--- src/rtl/defuse_sequencer.sv ---
// Flood-fill defuse sequencer: queues clicked cells and their zero-count
// neighbours, then issues one defuse pulse per not-yet-defused cell.
module defuse_sequencer #(
    parameter int FIFO_DEPTH = 32
) (
    input  logic       clk,
    input  logic       rst,
    input  logic [1:0] level,
    input  logic       click_valid,
    input  logic [4:0] click_x,
    input  logic [4:0] click_y,
    input  logic       explode,
    output logic [4:0] look_x,
    output logic [4:0] look_y,
    input  logic       look_mine,
    input  logic       look_defused,
    input  logic [3:0] look_cnt,
    output logic       defuse,
    output logic [4:0] defuse_ind_x,
    output logic [4:0] defuse_ind_y,
    output logic       busy,
    output logic       overflow
);

    localparam int          AW      = $clog2(FIFO_DEPTH);
    localparam logic [AW:0] PTR_INC = 1;

    typedef enum logic [2:0] {IDLE, POP, CHECK, DEFUSE, EXPAND} state_e;

    state_e            state_q, state_d;
    logic [AW:0]       wptr_q, rptr_q;
    logic [9:0]        fifo_q [FIFO_DEPTH];
    logic [4:0]        cur_x_q, cur_y_q;
    logic [2:0]        k_q;
    logic              defuse_q, ovf_q;
    logic [4:0]        dind_x_q, dind_y_q;
    logic [1:0]        level_q;

    logic [4:0]        n_size;
    logic              empty, full, abort, click_ok, push, pop, nb_in, ovf_set;
    logic signed [5:0] dx, dy, nx, ny, n_s;
    logic [9:0]        push_data;

    always_comb begin
        case (level)
            2'd1:    n_size = 5'd8;
            2'd2:    n_size = 5'd10;
            2'd3:    n_size = 5'd16;
            default: n_size = 5'd0;
        endcase
    end

    // Neighbour scan order: row above, same row, row below; left to right.
    always_comb begin
        case (k_q)
            3'd0, 3'd3, 3'd5: dx = -6'sd1;
            3'd2, 3'd4, 3'd7: dx = 6'sd1;
            default:          dx = 6'sd0;
        endcase
        if (k_q < 3'd3)      dy = -6'sd1;
        else if (k_q < 3'd5) dy = 6'sd0;
        else                 dy = 6'sd1;
    end

    assign n_s   = $signed({1'b0, n_size});
    assign nx    = $signed({1'b0, cur_x_q}) + dx;
    assign ny    = $signed({1'b0, cur_y_q}) + dy;
    assign nb_in = (nx >= 6'sd1) && (nx <= n_s) && (ny >= 6'sd1) && (ny <= n_s);

    assign empty = (wptr_q == rptr_q);
    assign full  = (wptr_q[AW] != rptr_q[AW]) && (wptr_q[AW-1:0] == rptr_q[AW-1:0]);

    assign click_ok = click_valid && !busy && (level != 2'd0) && !explode &&
                      (click_x >= 5'd1) && (click_x <= n_size) &&
                      (click_y >= 5'd1) && (click_y <= n_size);
    // A level change mid-flood invalidates the board, so it aborts like a mine hit.
    assign abort     = explode || (busy && (level != level_q));
    assign push      = !abort && (click_ok || (state_q == EXPAND && nb_in && !full));
    assign ovf_set   = !abort && (state_q == EXPAND) && nb_in && full;
    assign pop       = !abort && (state_q == POP) && !empty;
    assign push_data = click_ok ? {click_x, click_y} : {nx[4:0], ny[4:0]};

    always_ff @(posedge clk or negedge rst) begin
        if (!rst) state_q <= IDLE;
        else      state_q <= state_d;
    end

    always_comb begin
        state_d = state_q;
        case (state_q)
            IDLE:    if (click_ok) state_d = POP;
            POP:     state_d = empty ? IDLE : CHECK;
            CHECK:   state_d = look_defused ? POP : DEFUSE;
            DEFUSE:  state_d = (look_cnt == 4'd0 && !look_mine) ? EXPAND : POP;
            EXPAND:  if (k_q == 3'd7) state_d = POP;
            default: state_d = IDLE;
        endcase
        if (abort) state_d = IDLE;
    end

    // Out-of-board neighbours show the centre cell so no illegal index leaves the block.
    always_comb begin
        busy   = (state_q != IDLE) || !empty;
        look_x = 5'd0;
        look_y = 5'd0;
        case (state_q)
            CHECK, DEFUSE: begin
                look_x = cur_x_q;
                look_y = cur_y_q;
            end
            EXPAND: begin
                look_x = nb_in ? nx[4:0] : cur_x_q;
                look_y = nb_in ? ny[4:0] : cur_y_q;
            end
            default: ;
        endcase
    end

    always_ff @(posedge clk or negedge rst) begin
        if (!rst) begin
            wptr_q   <= '0;
            rptr_q   <= '0;
            cur_x_q  <= 5'd0;
            cur_y_q  <= 5'd0;
            k_q      <= 3'd0;
            defuse_q <= 1'b0;
            dind_x_q <= 5'd0;
            dind_y_q <= 5'd0;
            ovf_q    <= 1'b0;
            level_q  <= 2'd0;
        end else begin
            level_q  <= level;
            defuse_q <= (state_q == CHECK) && !look_defused && !abort;
            if (state_q == CHECK && !look_defused) begin
                dind_x_q <= cur_x_q;
                dind_y_q <= cur_y_q;
            end
            if (abort) begin
                rptr_q <= wptr_q;
            end else begin
                if (push) wptr_q <= wptr_q + PTR_INC;
                if (pop) begin
                    {cur_x_q, cur_y_q} <= fifo_q[rptr_q[AW-1:0]];
                    rptr_q             <= rptr_q + PTR_INC;
                end
            end
            k_q <= (state_q == EXPAND) ? k_q + 3'd1 : 3'd0;
            if (click_ok)     ovf_q <= 1'b0;
            else if (ovf_set) ovf_q <= 1'b1;
        end
    end

    always_ff @(posedge clk) begin
        if (push) fifo_q[wptr_q[AW-1:0]] <= push_data;
    end

    assign defuse       = defuse_q;
    assign defuse_ind_x = dind_x_q;
    assign defuse_ind_y = dind_y_q;
    assign overflow     = ovf_q;

endmodule

--- config.mk ---
export PLATFORM = sky130hd
export DESIGN_NAME = defuse_sequencer
export DESIGN_NICKNAME = d
export VERILOG_FILES = /design/src/rtl/defuse_sequencer.sv
export SDC_FILE = /design/constraint.sdc
export NUM_CORES = 1
export LEC_CHECK = 0
export CORE_MARGIN = 8
export CORE_UTILIZATION = 47
export DETAILED_ROUTE_END_ITERATION = 8
export HOLD_SLACK_MARGIN = 0.02
export PLACE_DENSITY = 0.73
export SYNTH_ARGS = -nofsm -noshare
export SYNTH_HDL_FRONTEND = slang
export SYNTH_SLANG_ARGS = --single-unit
export TNS_END_PERCENT = 5
--- constraint.sdc ---
create_clock -name clk -period 4.6 [get_ports clk]
set_clock_uncertainty 0.2 [all_clocks]
set_input_delay 0.69 -clock clk [delete_from_list [all_inputs] [get_ports clk]]
set_output_delay 0.69 -clock clk [all_outputs]
set_load 0.005 [all_outputs]
; ---- Word-level counts from Yosys, hierarchy flattened
; Memories as Yosys holds them, arrays and structs flattened. A register that Yosys moved wholly into a read port is not among the register bits.
; Cells that the tools add are included.
[totals]
regBits = 32
mem_bits_rw = 320
inputBits = 22
out_inout_bits = 23
wordCells = 114
n_memories = 1
[memory_table]
columns = memory, words, word_bits, read_ports, rd_ports_with_merged_regs, write_ports, line
row1 = fifo_q, 32, 10, 1, 1, 1, 32  ; logic [9:0] fifo_q [FIFO_DEPTH];
[classes]
order_cmp = 10
mux = 23
n_addsub = 5
bitwise_logic = 1
eq_ne = 18
n_reduce_logical = 47
[ops]
columns = operator, count
row1 = $logic_and 1x1->1, 23
row2 = $pmux 5 s2, 2
row3 = $mux 6, 3
row4 = $mux 3, 5
row5 = $pmux 3 s5, 1
row6 = $pmux 5 s3, 1
row7 = $add 6x1->6 const B, 2
row8 = $add 6x6->6, 2
row9 = $eq 3x2->1 const B, 4
row10 = $eq 3x3->1 const B, 4
row11 = $ge 6x2->1 const B, 2
row12 = $le 6x6->1, 2
row13 = $pmux 6 s2, 1
row14 = $ge 5x1->1 const B, 2
row15 = $le 5x5->1, 2
row16 = $mux 10, 1
row17 = $mux 5, 2
row18 = $logic_not 1->1, 8
row19 = $eq 6x6->1, 1
row20 = $logic_not 3->1, 2
row21 = $ne 3x3->1 const B, 2
row22 = $reduce_and 2->1, 3
row23 = $reduce_bool 2->1, 3
row24 = $reduce_or 3->1, 2
row25 = 16 further kinds, 24

; ---- Longest topological paths before layout
; Gate-level depths: netlist of run 1.
[logic_depth]
depth_word = 15
ltp_mapped = 19
ltp_nobuf = 19

; ---- Worst setup path after synthesis of run 1
; No wires, ideal clock.
[synth_timing]
path_type = flip-flop to flip-flop
start = register k_q[0]
end = memory fifo_q[12][0] (enable)
required_ps = 4010
stages_incl_launch_ff = 19
period_less_slack_ps = 5000
setup_time_ps = 390
t_arrival_ps = 4411
n_path_buf = 0
slack_ps = -400
cell_sequence = dfrtp_1 -> inv_1 -> ha_1 -> o21bai_1 -> and2_1 -> nand3_1 -> ha_1 -> fa_1 -> nand3_1 -> a21oi_1 -> or2_2 -> inv_1 -> ha_1 -> and3_1 -> nor3_1 -> nand4_1 -> nor4b_4 -> o21ai_2 -> nor3_1
[synth_between]
elab_chain_cells = 14
elab_cells_between_ends = 28
classes_between = add/sub (2) / order compare (6) / eq/ne (5) / mux (5) / reduce/logical (10)
[synth_lines]
columns = element, line
row1 = from (decl), 34  ; logic [2:0] k_q;
row2 = from (signal assigned), 147  ; k_q <= (state_q == EXPAND) ? k_q + 3'd1 : 3'd0;
row3 = "$eq 3x3->1, or another cell as far along", 55  ; case (k_q)
row4 = $reduce_or 3->1, 55
row5 = $pmux 6 s2, 55
row6 = $add 6x6->6, 66  ; assign nx = $signed({1'b0, cur_x_q}) + dx;
row7 = $ge 6x2->1 / $le 6x6->1 (equally long branches), 68  ; assign nb_in = (nx >= 6'sd1) && (nx <= n_s) && (ny >= 6'sd1) && (ny <= n_s);
row8 = $logic_and 1x1->1 (2 in a row), 68
row9 = $logic_and 1x1->1 (*), 68
row10 = $logic_and 1x1->1 (*) (2 in a row), 78  ; assign push = !abort && (click_ok || (state_q == EXPAND && nb_in && !full));
row11 = $logic_or 1x1->1 (*), 78
row12 = $logic_and 1x1->1 (*), 78
row13 = $mux 1 (*), 154  ; if (push) fifo_q[wptr_q[AW-1:0]] <= push_data;
row14 = $mux 1 (implied by the code) (*), 154
row15 = to (decl), 32
; Mark *: on every way between the ends. The rest lies on a longest branch, timed or not.

; ---- Worst setup path in the final report of run 1
[layout_timing]
start = register k_q[1]
end = output look_y[0]
[layout_between]
elab_chain_cells = 10
elab_cells_between_ends = 24
classes_between = add/sub (2) / order compare (6) / eq/ne (5) / mux (5) / reduce/logical (6)
[layout_lines]
columns = element, line
row1 = "$eq 3x3->1, or another cell as far along", 55
row2 = $reduce_or 3->1, 55
row3 = $pmux 6 s2, 55
row4 = $add 6x6->6, 66
row5 = $ge 6x2->1 / $le 6x6->1 (equally long branches), 68
row6 = $logic_and 1x1->1 (3 in a row), 68
row7 = $mux 5 (*), 113  ; look_y = nb_in ? ny[4:0] : cur_y_q;
row8 = $pmux 5 s2 (*), 106  ; case (state_q)
row9 = to (decl), 14  ; output logic [4:0] look_y,
; Marked as above.

==> results.cfg, run 1 <==
[outcome]
violations = negative setup slack
outcome = finished, violations left

[yosys]
ys_warn_count = 0
syn_area_per_cell_um2 = 18.6
synth.distinct_cells = 61
synth_seq_area_share = 0.689
async_flop_share = 0.116
syn_inst = 832
syn-num-nets = 891
synth_edf_count = 320
syn_area_um2 = 15500
ys_seq_elements = 362
synth_flop_cell = edfxtp_1

[critical_path]
path_class = flip-flop to output port
cp-start-kind = flip-flop
arrival_ps = 4310
reg2reg_depth = 21
crit_path_end_kind = output port
reg2reg_slack_ps = -110
worstPathRequired_ps = 3710
cp_max_fo = 5

[sta]
worstMarginPinSlew_ps = 800
holdWs_ps = 52.7
hold_viol_final = 0
setup_viol = 314
layout_setup_ws_ps = -600
drv_slew = 0
maxSlewHeadroom = 0.466
rsz0062_at_grt = true
min_period_ps = 5200
max_freq_ghz = 0.192
fin_crit_sh = 1.13

[cts]
clk_latency_ps = 520
cts_buffers = 36
cts_tree = built
cts_sinks = 362
cts-root-buf = clkbuf_16
clk_pin_slew_ps = 60
htreeDepth = 2
cts_max_path_buffers = 3

[routing]
viasPerCell = 5.79
drc_errors = 0
drt_pass1_iterations = 5
wirelength_mm = 35.1
ant_nets = 0
wl_per_cell_um = 24.1
drtIter0Drc = 787
vias = 8441

[pwr]
powerDensity_nw_per_um2 = 562
p_leak_uw = 0.00624
power_uw = 10600
peakVddDrop_v = 0.000296

[global_route]
globalRouteTotalUtil = 0.181
grt_pass1_wl_mm = 53.4
grt_max_degree = 84
overflow = 0
antenna_found_initial = 0
grt_pass1_vias = 8714

[finish]
drive_above_1_share = 0.373
area_growth_syn_to_layout_pct = 21.7
antennaDiodeCount = 0
nets = 1050
nFillCells = 2353
multiInputGateArea_um2 = 5010
regArea_um2 = 10700

[placed_design]
place.gp.congestion = 0.922
io_buffers = 44
hpwlAfterDp_mm = 21.8

[die]
die-area_um2 = 39000
start_util = 0.477
die_h_um = 197
std_cell_rows = 66
core_area_um2 = 32500
die_w_um = 197
pin_count = 45

[job]
maxCapViolations = 0

[min_path]
hp-class = input port to asynchronous set/reset pin
==> metrics by stage <==
step	cells	setup WS [ps]	utilization	TNS [ps]	instance area, um^2
after CTS	1454	-435	0.573	-4200	18600
after floorplan	832	-119	-	-30750	15500
after detailed placement	1372	-585	0.526	-80250	17100
after global routing	1458	-714	0.581	-69460	18800
after global placement	1372	-336	0.526	-15050	17100
final	1458	-600	0.581	-18110	18800
==> sequential cells by signal, indices dropped and copies added, names as in the netlist, 2 cells and up <==
signal	count
cur_x_q	5
cur_y_q	5
defuse_ind_x	5
defuse_ind_y	5
fifo_q	320
k_q	3
level_q	2
rptr_q	6
state_q	3
wptr_q	6
==> logic make-up (layout without fill, tap and decap cells) <==
group | Yosys count | in the layout | share of synthesized area
buffers and inverters | 59 | 242 | 0.0154
AND/OR/NAND/NOR | 147 | 147 | 0.0507
XOR/XNOR | 21 | 21 | 0.0129
adder cells (fa/ha/maj) | 37 | 37 | 0.0309
AO/OA/AOI/OAI | 76 | 77 | 0.0352
multiplexers | 130 | 130 | 0.166
flip-flops | 362 | 362 | 0.689
==> power by group <==
part           internal, uW  switching, uW  leakage (uW)
Clock                  1580           1170      0.000542
Combinational          1480           2050       0.00234
Sequential             4210           90.1       0.00336
Total                  7270           3310       0.00624
==> critical path: stages (launching register included) <==
cell,delay [ps]
dfrtp_1,420
inv_2,100
ha_4,180
o21bai_4,130
and2_4,190
clkinvlp_4,200
buf_6,190
ha_4,310
nand3_4,90
and3_4,180
or2_4,250
inv_2,70
ha_4,200
nand4b_1,120
o21ai_2,80
o22a_1,200
nand3_2,120
nor2_4,60
buf_6,140
buf_6,100
buf_6,110
a32o_1,240
buf_2,120
==> path summary, 6_finish.rpt <==
check | from | endpoint
max | k_q[1] | look_y[0]
min reg2reg | defuse_ind_y[4] | defuse_ind_y[4]
max in group asynchronous | rst | rptr_q[1]
min | rst | state_q[2]
min in group clk | defuse_ind_y[4] | defuse_ind_y[4]
max reg2reg | k_q[1] | fifo_q[14][0]
==> cell usage in the layout, fill, tap and decap left out, drive strengths merged, types with 6 or more instances in the layout <==
cell,Yosys,layout
a21oi,28,28
and3,10,10
buf,17,122
clkbuf,18,48
clkdlybuf4s50,0,33
clkinv,0,12
dfrtp,42,42
edfxtp,320,320
ha,35,35
inv,24,24
mux2,16,16
mux2i,14,14
mux4,100,100
nand2,17,17
nand3,10,10
nor2,57,57
nor3,14,14
o21ai,16,17
o2bb2ai,7,7
xnor2,15,15
xor2,6,6
==> routing by layer <==
metal	global-route usage	vias to the layer above	wire, um	share of wire
li1	-	3690	-	-
met1	0.249	4394	14900	0.43
met2	0.297	289	17100	0.49
met3	0.0266	68	2120	0.060
met4	0.0554	0	899	0.026
met5	0	-	0	0
==> cells in the mapped netlist (2+ instances only) <==
| cell type | instances | area (um^2) |
|---|---|---|
| inv_1 | 24 | 90.1 |
| xnor2_1 | 14 | 123 |
| nand3_1 | 10 | 50.1 |
| nand4_1 | 4 | 25.0 |
| and3_1 | 10 | 62.6 |
| or3_1 | 2 | 12.5 |
| o22ai_1 | 2 | 12.5 |
| o221ai_1 | 2 | 17.5 |
| a21o_1 | 2 | 15.0 |
| ha_1 | 35 | 438 |
| edfxtp_1 | 320 | 9610 |
| or3b_2 | 2 | 17.5 |
| o21ai_2 | 5 | 43.8 |
| nand4b_1 | 2 | 17.5 |
| fa_1 | 2 | 40.0 |
| nand3b_1 | 5 | 37.5 |
| buf_2 | 13 | 65.1 |
| nor2b_1 | 2 | 12.5 |
| a211oi_1 | 3 | 22.5 |
| buf_1 | 4 | 15.0 |
| o21ai_0 | 11 | 55.1 |
| o31ai_1 | 2 | 15.0 |
| and2_1 | 3 | 18.8 |
| nor3_2 | 2 | 20.0 |
| mux2_2 | 15 | 169 |
| clkbuf_1 | 18 | 67.6 |
| mux2i_1 | 14 | 140 |
| nand2_1 | 17 | 63.8 |
| nor4b_1 | 2 | 17.5 |
| nor4_1 | 2 | 12.5 |
| o2bb2ai_1 | 7 | 61.3 |
| o2111ai_1 | 2 | 17.5 |
| dfrtp_1 | 42 | 1050 |
| nor3_1 | 11 | 55.1 |
| mux4_2 | 100 | 2250 |
| nand2b_1 | 5 | 31.3 |
| xor2_1 | 5 | 43.8 |
| a21oi_1 | 27 | 135 |
| nor2_1 | 56 | 210 |
| or2_2 | 4 | 25.0 |
| a32o_1 | 4 | 40.0 |
==> cell type report <==
type	instances	area share
repair buffers	155	0.0752
flip-flops and latches	362	0.566
multi-input cells	412	0.266
clock inverters	15	0.00730
clock buffers	48	0.0507
inverters	24	0.00511
well taps	442	0.0294
==> repair_timing <==
action                     4_1_cts  5_1_grt
buffers inserted                18        3
resized for setup              108       56
pin swaps                       33       28
setup endpoints to repair      331      334
hold buffers                     0        0
gates cloned                     1        1
(Power assumes the default switching activity.)
==> run 2: changes to the inputs <==
ABC_AREA = 0   (was default)
==> results of run 2 <==
The final DEF is identical to that of run 1; final timing and power are the same.
==> run 3: changes to the inputs <==
CELL_PAD_IN_SITES_DETAIL_PLACEMENT = 0   (was default)
CELL_PAD_IN_SITES_GLOBAL_PLACEMENT = 1   (was default)
PLACE_DENSITY = 0.81   (was 0.73)
SKIP_CTS_REPAIR_TIMING = 1   (was default)
==> results.cfg, run 3 (synthesized netlist as in run 1, its figures left out) <==
[die]
core_area_um2 = 32500
die_w_um = 197
start_util = 0.477
pin_count = 45
die-area_um2 = 39000
std_cell_rows = 66
die_h_um = 197

[sta]
worstMarginPinSlew_ps = 983
setup_viol = 12
fin_crit_sh = 1.15
drv_slew = 0
rsz0062_at_grt = true
hold_viol_final = 0
min_period_ps = 5310
layout_setup_ws_ps = -713
max_freq_ghz = 0.188
maxSlewHeadroom = 0.345

[critical_path]
cp_cell_sequence = ha_2 > o21bai_1 > and2_4 > nand3_4 > ha_4 > fa_2 > nand3_2 > and3_4 > or2_4 > inv_2 > ha_4 > nand4b_1 > o21ai_1 > o22a_1 > nand3_2 > nor2_4 > buf_6 > o21ai_4 > buf_6 > buf_6 > buf_6 > a32o_1 > buf_2
cp-start-kind = flip-flop
arrival_ps = 4420
worstPathRequired_ps = 3710
crit_slowest_cell = dfrtp_1
path_class = flip-flop to output port
cpMostUsedCell = buf_6
max_stage_delay_ps = 400
cp_max_fo = 5
crit_path_end_kind = output port

[routing]
ant_nets = 0
wirelength_mm = 34.6
drtIter0Drc = 813
viasPerCell = 5.67
vias = 8333
wl_per_cell_um = 23.5
drt_pass1_iterations = 5
drc_errors = 0

[global_route]
globalRouteMet2Util = 0.282
grtUsageMet3 = 0.0244
antenna_found_initial = 0
top_usage_layer = met2
grt_pass1_vias = 8418
grt_pass1_wl_mm = 52.1
globalRouteTotalUtil = 0.178
grt_max_degree = 84
overflow = 0
global_route.usage.met1 = 0.255

[finish]
layout_commonest_cell = edfxtp_1
fin_area_um2 = 18700
instances_no_fill = 1470
nets = 1059
largest_reg_flops = 320
antennaDiodeCount = 0
final_cell_mix = 320 x edfxtp_1, 109 x buf_4, 100 x mux4_2
drive_above_1_share = 0.352
area_growth_syn_to_layout_pct = 20.8

[cts]
clk_pin_slew_ps = 60
cts_sinks = 362
cts-root-buf = clkbuf_16
clk_latency_ps = 520
htreeDepth = 2
cts_max_path_buffers = 3
cts_buffers = 38
cts_tree = built

[placed_design]
preCtsSetupSlack_ps = -547
place.gp.congestion = 0.895
place_inst = 1389
hpwlAfterDp_mm = 22.0
io_buffers = 44
placed_area_um2 = 17200

[outcome]
violations = negative setup slack
outcome = finished, violations left

[pwr]
p_leak_uw = 0.00622
powerDensity_nw_per_um2 = 567
peakVddDrop_v = 0.000298
power_uw = 10600

[job]
maxCapViolations = 0

[min_path]
hp-class = input port to asynchronous set/reset pin
-- run 3: cell count changes in the layout (fill, tap and decap cells not counted), moves of 4 or more --
cell      previous run  this run
buf_2               10         2
buf_4               67       109
buf_6               42         6
clkbuf_1            11        15
clkbuf_2             0         9
clkinv_1             2         7
clkinv_2             9         3
nor2_1              42        54
nor2_2              13         2
-- run 3: worst paths after layout --
path,startpoint,to,slack (ps),cells past startpoint
worst max-delay path,k_q[0],look_y[4],-710,23
worst min-delay path,rst,defuse,110,1
worst max register to register,k_q[0],fifo_q[15][3],0,20
worst min register to register,defuse_ind_y[4],defuse_ind_y[4],300,1
max in group asynchronous,rst,rptr_q[0],3350,1
min in group clk,defuse_ind_y[4],defuse_ind_y[4],300,1
-- run 3: final cells by class --
type                    instances  area [um^2]
well taps                     442          553
inverters                      24         92.6
multi-input cells             411         4890
fillers                      2411        13800
repair buffers                163         1350
clock inverters                14          109
clock buffers                  54         1030
flip-flops and latches        362        10700
-- run 3: worst max-delay path, delay by kind of cell (launching register included) --
kind / cells / cell delay (ps)
AOI/OAI and AO/OA: 5 / 780
adders and majority gates: 4 / 1040
buffers and inverters: 6 / 620
DFF: 1 / 400
and+or+nand+nor: 8 / 1050
-- run 3: where the power goes --
part           total [uW]  switching [uW]  internal, uW
Clock                2850            1220          1630
Combinational        3480            2010          1470
Sequential           4270            60.1          4210
-- run 3: per-stage QoR --
stage / TNS (ps) / util / hold slack, ps
3_5_place_dp: -39720 / 0.531 / 295
3_3_place_gp: -12190 / 0.531 / 291
4_1_cts: -54510 / 0.566 / 142
2_1_floorplan: -30750 / - / 194
5_1_grt: -47480 / 0.576 / 191
6_report: -5920 / 0.576 / 110
-- run 3: layer usage --
metal  share of wire  routed length (um)
met2            0.48               16500
met3           0.065                2240
met1            0.43               15000
met4           0.025                 881
met5               0                   0
